--- config.mk ---
export PLATFORM = sky130hd
export DESIGN_NAME = i2s_master_tx
export DESIGN_NICKNAME = d
export VERILOG_FILES = /design/src/rtl/audio_pkg.sv /design/src/rtl/i2s_master_tx_if.sv /design/src/rtl/stereo_sample_fifo.sv /design/src/rtl/i2s_master_tx.sv
export SDC_FILE = /design/constraint.sdc
export NUM_CORES = 1
export LEC_CHECK = 0
export CORE_UTILIZATION = 51
export DETAILED_ROUTE_END_ITERATION = 16
export PLACE_DENSITY = 0.75
export SLEW_MARGIN = 20
export SYNTH_ARGS = -nofsm -noshare
export SYNTH_HDL_FRONTEND = slang
export SYNTH_SLANG_ARGS = --single-unit
--- constraint.sdc ---
create_clock -name clk -period 8.3 [get_ports clk]
set_input_delay 1.66 -clock clk [delete_from_list [all_inputs] [get_ports clk]]
set_output_delay 1.66 -clock clk [all_outputs]
set_load 0.005 [all_outputs]
--- src/rtl/audio_pkg.sv ---
// audio_pkg: shared audio constants, stereo pair type and slot decoding helper.
package audio_pkg;

  localparam int unsigned PCM_WIDTH  = 24;
  localparam int unsigned SLOT_BITS  = 32;
  localparam int unsigned FRAME_BITS = 64;
  localparam int unsigned CNT_W      = $clog2(FRAME_BITS);
  localparam int unsigned SLOT_W     = $clog2(SLOT_BITS);

  typedef struct packed {
    logic [PCM_WIDTH-1:0] left;
    logic [PCM_WIDTH-1:0] right;
  } stereo_pair_t;

  // True when a frame bit count falls on a data bit of its slot (slot bits 1..PCM_WIDTH);
  // slot bit 0 is the I2S one-bit delay, the tail of the slot is zero padding.
  function automatic logic slot_has_data(input logic [CNT_W-1:0] cnt);
    logic [SLOT_W-1:0] sb;
    sb = cnt[SLOT_W-1:0];
    return (sb != '0) && ({{(32-SLOT_W){1'b0}}, sb} <= PCM_WIDTH);
  endfunction

endpackage

--- src/rtl/i2s_master_tx_if.sv ---
// i2s_master_tx_if: push/pop handshake between the I2S transmitter and its sample FIFO.
//   master : push, pop, flush, push_data out; full, empty, pop_data in (transmitter side)
//   slave  : the mirror image (FIFO side)
interface i2s_master_tx_if;
  import audio_pkg::*;

  logic         push;
  logic         pop;
  logic         flush;
  logic         full;
  logic         empty;
  stereo_pair_t push_data;
  stereo_pair_t pop_data;

  modport master (output push, pop, flush, push_data,
                  input  full, empty, pop_data);
  modport slave  (input  push, pop, flush, push_data,
                  output full, empty, pop_data);
endinterface

--- src/rtl/stereo_sample_fifo.sv ---
// stereo_sample_fifo: DEPTH-entry FIFO of stereo pairs (DEPTH a power of 2, >= 2).
//   clk, rst_n : clock, asynchronous active-low reset (pointers only)
//   bus        : slave side of i2s_master_tx_if (push/pop/flush/full/empty/data)
// A push on a full FIFO is accepted only when a pop happens in the same cycle.
module stereo_sample_fifo
  import audio_pkg::*;
#(
  parameter int unsigned DEPTH = 4
) (
  input  logic            clk,
  input  logic            rst_n,
  i2s_master_tx_if.slave  bus
);

  localparam int unsigned AW = $clog2(DEPTH);

  logic [AW:0]  wr_ptr_q, wr_ptr_d;
  logic [AW:0]  rd_ptr_q, rd_ptr_d;
  stereo_pair_t mem_q [DEPTH];
  logic         empty, full;
  logic         do_push, do_pop;

  // Extra pointer MSB distinguishes full from empty when the indices match.
  assign empty = (wr_ptr_q == rd_ptr_q);
  assign full  = (wr_ptr_q[AW] != rd_ptr_q[AW]) &&
                 (wr_ptr_q[AW-1:0] == rd_ptr_q[AW-1:0]);

  assign bus.empty    = empty;
  assign bus.full     = full;
  assign bus.pop_data = mem_q[rd_ptr_q[AW-1:0]];

  always_comb begin
    do_pop   = bus.pop && !empty && !bus.flush;
    do_push  = bus.push && (!full || do_pop) && !bus.flush;
    wr_ptr_d = wr_ptr_q;
    rd_ptr_d = rd_ptr_q;
    if (bus.flush) begin
      wr_ptr_d = '0;
      rd_ptr_d = '0;
    end else begin
      if (do_push) wr_ptr_d = wr_ptr_q + 1'b1;
      if (do_pop)  rd_ptr_d = rd_ptr_q + 1'b1;
    end
  end

  always_ff @(posedge clk or negedge rst_n) begin
    if (!rst_n) begin
      wr_ptr_q <= '0;
      rd_ptr_q <= '0;
    end else begin
      wr_ptr_q <= wr_ptr_d;
      rd_ptr_q <= rd_ptr_d;
    end
  end

  always_ff @(posedge clk) begin
    if (do_push) mem_q[wr_ptr_q[AW-1:0]] <= bus.push_data;
  end

endmodule

--- src/rtl/i2s_master_tx.sv ---
// i2s_master_tx: I2S master transmitter, 24-bit samples in 32-bit slots, 64-bit frames.
//   clk, reset_n           : system clock, asynchronous active-low reset
//   audio_en               : run enable; low flushes and idles everything
//   l_data_en / l_data     : left sample strobe / sample (held until the right arrives)
//   r_data_en / r_data     : right sample strobe / sample (pushes the stereo pair)
//   bclk, lrclk, s_data    : I2S bit clock, word select, serial data
//   i2s_valid              : current frame carries FIFO data
//   underrun / overrun     : sticky: empty FIFO at frame start / pair dropped on full FIFO
module i2s_master_tx
  import audio_pkg::*;
#(
  parameter int unsigned BCLK_DIV   = 8,
  parameter int unsigned FIFO_DEPTH = 4
) (
  input  logic                 clk,
  input  logic                 reset_n,
  input  logic                 audio_en,
  input  logic                 l_data_en,
  input  logic                 r_data_en,
  input  logic [PCM_WIDTH-1:0] l_data,
  input  logic [PCM_WIDTH-1:0] r_data,
  output logic                 bclk,
  output logic                 lrclk,
  output logic                 s_data,
  output logic                 i2s_valid,
  output logic                 underrun,
  output logic                 overrun
);

  localparam int unsigned      DIV_W    = $clog2(BCLK_DIV);
  localparam logic [DIV_W-1:0] DIV_LAST = DIV_W'(BCLK_DIV - 1);
  localparam int unsigned      SH_W     = 2 * PCM_WIDTH;

  logic [DIV_W-1:0]     div_cnt_q, div_cnt_d;
  logic [CNT_W-1:0]     bit_cnt_q, bit_cnt_d;
  logic                 bclk_q, bclk_d;
  logic                 lrclk_q, lrclk_d;
  logic                 s_data_q, s_data_d;
  logic                 valid_q, valid_d;
  logic                 underrun_q, underrun_d;
  logic                 overrun_q, overrun_d;
  logic                 en_q, en_d;
  logic [PCM_WIDTH-1:0] l_hold_q, l_hold_d;
  logic [SH_W-1:0]      shift_q, shift_d;

  logic                 bclk_fall, frame_start, push, pop;
  stereo_pair_t         push_data;

  i2s_master_tx_if fifo_bus ();

  stereo_sample_fifo #(.DEPTH(FIFO_DEPTH)) u_fifo (
    .clk   (clk),
    .rst_n (reset_n),
    .bus   (fifo_bus.slave)
  );

  assign fifo_bus.push      = push;
  assign fifo_bus.pop       = pop;
  assign fifo_bus.flush     = !audio_en;
  assign fifo_bus.push_data = push_data;

  always_comb begin
    div_cnt_d   = div_cnt_q;
    bit_cnt_d   = bit_cnt_q;
    bclk_d      = bclk_q;
    lrclk_d     = lrclk_q;
    s_data_d    = s_data_q;
    valid_d     = valid_q;
    underrun_d  = underrun_q;
    overrun_d   = overrun_q;
    shift_d     = shift_q;
    l_hold_d    = l_hold_q;
    en_d        = audio_en;
    bclk_fall   = 1'b0;
    frame_start = 1'b0;
    push        = 1'b0;
    pop         = 1'b0;
    push_data   = '{left: l_hold_q, right: r_data};

    if (!audio_en) begin
      div_cnt_d  = '0;
      bit_cnt_d  = '0;
      bclk_d     = 1'b0;
      lrclk_d    = 1'b0;
      s_data_d   = 1'b0;
      valid_d    = 1'b0;
      underrun_d = 1'b0;
      overrun_d  = 1'b0;
      shift_d    = '0;
      l_hold_d   = '0;
    end else begin
      // A left strobe coincident with the right strobe bypasses the holding register.
      if (l_data_en) begin
        l_hold_d       = l_data;
        push_data.left = l_data;
      end
      push = r_data_en;

      if (div_cnt_q == DIV_LAST) begin
        div_cnt_d = '0;
        bclk_d    = ~bclk_q;
        bclk_fall = bclk_q;
      end else begin
        div_cnt_d = div_cnt_q + 1'b1;
      end

      // Outputs present the bit of the count being entered on each falling edge.
      if (bclk_fall) begin
        bit_cnt_d = bit_cnt_q + 1'b1;
        lrclk_d   = bit_cnt_d[CNT_W-1];
        s_data_d  = 1'b0;
        if (bit_cnt_d == '0) begin
          frame_start = 1'b1;
        end else if (slot_has_data(bit_cnt_d)) begin
          s_data_d = shift_q[SH_W-1];
          shift_d  = {shift_q[SH_W-2:0], 1'b0};
        end
      end

      // The first clk with audio_en high opens bit count 0 of the first frame.
      if (!en_q) frame_start = 1'b1;

      if (frame_start) begin
        pop     = !fifo_bus.empty;
        shift_d = fifo_bus.empty ? '0 : fifo_bus.pop_data;
        valid_d = !fifo_bus.empty;
        if (fifo_bus.empty) underrun_d = 1'b1;
      end

      if (push && fifo_bus.full && !pop) overrun_d = 1'b1;
    end
  end

  always_ff @(posedge clk or negedge reset_n) begin
    if (!reset_n) begin
      div_cnt_q  <= '0;
      bit_cnt_q  <= '0;
      bclk_q     <= 1'b0;
      lrclk_q    <= 1'b0;
      s_data_q   <= 1'b0;
      valid_q    <= 1'b0;
      underrun_q <= 1'b0;
      overrun_q  <= 1'b0;
      en_q       <= 1'b0;
      l_hold_q   <= '0;
      shift_q    <= '0;
    end else begin
      div_cnt_q  <= div_cnt_d;
      bit_cnt_q  <= bit_cnt_d;
      bclk_q     <= bclk_d;
      lrclk_q    <= lrclk_d;
      s_data_q   <= s_data_d;
      valid_q    <= valid_d;
      underrun_q <= underrun_d;
      overrun_q  <= overrun_d;
      en_q       <= en_d;
      l_hold_q   <= l_hold_d;
      shift_q    <= shift_d;
    end
  end

  assign bclk      = bclk_q;
  assign lrclk     = lrclk_q;
  assign s_data    = s_data_q;
  assign i2s_valid = valid_q;
  assign underrun  = underrun_q;
  assign overrun   = overrun_q;

endmodule
==> impl_metrics.toml <==
[finish]
final_common_cell = "edfxtp_1"
drive_gt1_share_pct = 17.6
final_nets = 859
fillers = 1650
syn_to_final_growth_pct = 15.6
final_util_pct = 60.1
fin_cells = 1105
design_area_um2 = 13700
regArea_um2 = 8100
layout_common_cells = "edfxtp_1 (192), nor2_1 (95), dfrtp_1 (91)"
multiInputGateArea_um2 = 3290
n_antenna_cell = 0

[grt]
grt_max_degree = 64
grt_first_pass_wirelength_um = 37300
antenna_found_initial = 0
grt_pass1_vias = 7130
grt_overflow_total = 0
track_usage_pct = 20.2

[die]
initial_core_util_pct = 52.0
core-area_um2 = 22700
die_y_um = 154
dieArea_um2 = 23800
die_x_um = 154
ios = 59
fp-row-count = 55

[sta]
finalCritPeriodShare_pct = 40.5
fin_setup_tns_ns = 0
post-route-min-period_ns = 3.36
relSlewSlack_pct = 42.5
fmax_mhz = 298
setup_viol = 0
grt_setup_unrepaired = "false"
hold_viol = 0
fin_ws_ns = 4.94
worst_slew_pin_slew_ns = 0.862
worst_clock_skew_ns = 0.0182
slew_violations = 0

[clocking]
worstSkewPairLatency_ns = 0.55
path_clk_slew_ns = 0.06
postCtsSetupRepairBufs = 0
cts-root-buf = "clkbuf_16"
cts_tree = "yes"
cts.repair.resized = 0
numCtsBuffers = 29
clockBufferDepth = 3
htreeDepth = 1
clkSinkCount = 285
hold_buffers = 0

[hold_path]
min-delay-start = "div_cnt_q[0]"
whs_endpoint = "div_cnt_q[0]"
holdPathStages = 1
hold_class = "reg2reg"

[power_and_ir_drop]
power_leakage_nw = 5.21
p_switching_w = 0.000756
clockPowerShare_pct = 41.0
p_comb_share_pct = 11.0
swShare_pct = 22.0
ir_drop_mv = 0.158
pwr_density_cell_nw_per_um2 = 252
seqPwrFrac_pct = 48.0
internal-power_w = 0.00268

[critical_path]
worstPathRequired_ns = 8.47
r2r_start = "bit_cnt_q[0]"
end_kind = "register"
r2r_slack_ns = 4.94
startpoint_type = "register"
worst_r2r_path_depth = 7
cp_max_fo = 48
crit_type = "reg2reg"
r2r-end = "u_fifo.mem_q[3][3]"
arrival_ns = 3.53

[synthesis]
synth-edff-count = 192
seq_area_frac_synth_pct = 68.5
yosys-top-cells-area = "edfxtp_1 (49%), dfrtp_1 (20%), mux4_2 (9.2%), o32ai_1 (3.4%), nor2_1 (3.0%)"
avgSynthCellArea_um2 = 15.9
ys_types = 45
dominantRegCellSynth = "edfxtp_1"
synthCells = 741
yosys_register_bits = 285
syn-cell-area_um2 = 11800
synthesis.nets = 803
yosysWarnings = 0
async_flop_share_pct = 32.6
synth_top_area_share_pct = 48.8
synth_largest_area_cell = "edfxtp_1"

[run_status]
status = "finished, final reports clean"

[detailed_routing]
dr.pass1.iters = 5
drt_wl_total_um = 22700
viasPerCell = 5.82
num_vias = 6434
ant_nets = 0
drtIter0Drc = 529
wire_per_inst_um = 20.6
drc = 0

[place]
placed_cell_area_um2 = 12600
place_congestion = 0.709
dpl.hpwl_um = 12600
pre_cts_ws_ns = 4.52
portBuffers = 58
dp.cells = 1050

[flow_run]
drv_cap = 0
routing by layer:
metal / routed length, um / share of wire, % / global-route usage [%] / vias to the layer above
met5: 0 / 0 / 0 / -
met4: 416 / 1.8 / 6.29 / 0
met3: 1060 / 4.7 / 3.11 / 38
met2: 12200 / 53 / 36.4 / 179
met1: 9090 / 40 / 25.1 / 3344
li1: - / - / - / 2873
power by group through the flow:
stage	Clock [W]	Sequential, W	Combinational, W
floorplan	0	0.00165	0.000289
global placement	0	0.00170	0.000333
detailed placement	0	0.00170	0.000346
CTS	0.00143	0.00168	0.000350
global route	0.00149	0.00166	0.000414
finish	0.00141	0.00165	0.000378
cell usage after synthesis, types with 9 or more instances:
cell,count
edfxtp_1,192
nor2_1,95
dfrtp_1,93
inv_1,48
mux4_2,48
o32ai_1,46
nor2b_1,28
mux2i_1,26
mux2_2,24
clkbuf_1,18
nand2_1,14
buf_2,11
and2_1,10
xnor2_1,10
ha_1,9
state kept, by name (all words and copies together) (netlist names), 3 cells and up:
name             flops
bit_cnt_q            5
div_cnt_q            3
l_hold_q            24
shift_q             48
u_fifo.mem_q       192
u_fifo.rd_ptr_q      3
u_fifo.wr_ptr_q      3
worst max path at each step:
stage,start,end,slack [ns],cells after the start
3_5_place_dp,l_data_en,u_fifo.mem_q[0][42],4.52,4
6_report,bit_cnt_q[0],u_fifo.mem_q[3][3],4.94,7
2_1_floorplan,audio_en,u_fifo.mem_q[0][0],4.41,3
5_1_grt,bit_cnt_q[0],u_fifo.mem_q[1][13],4.75,7
4_1_cts,bit_cnt_q[0],u_fifo.mem_q[3][38],4.92,7
3_3_place_gp,l_data_en,u_fifo.mem_q[0][44],4.11,4
cell type report:
type                       instances  area share (%)
timing repair buffer              69            4.95
multi-input combinational        363            24.1
inverter                          49            1.35
sequential                       285            59.3
tap                              285            2.61
clock inverter                    16            1.89
clock buffer                      38            5.78
cells by family after synthesis:
logic type,count (synthesis),synth area share (%)
buf+inv,93,3.71
compound gates,70,5.17
simple gates,172,6.97
mux,98,13.6
fa+ha+maj,9,0.953
flops,285,68.5
xor+xnor,14,1.04
stage by stage:
stage / total power, W / hold slack (ns)
after floorplan: 0.00194 / 0.416
after global placement: 0.00203 / 0.426
after detailed placement: 0.00205 / 0.435
after CTS: 0.00346 / 0.442
after global routing: 0.00356 / 0.451
final: 0.00344 / 0.440
worst max-delay path: stages (launching register included):
cell     delay [ns]
dfrtp_1        0.46
ha_1           0.34
nor3_1         0.23
a31oi_1        0.11
o41ai_4        0.72
o41a_4         0.27
and3_2         0.18
buf_4          0.64
(Power assumes the default switching activity.)
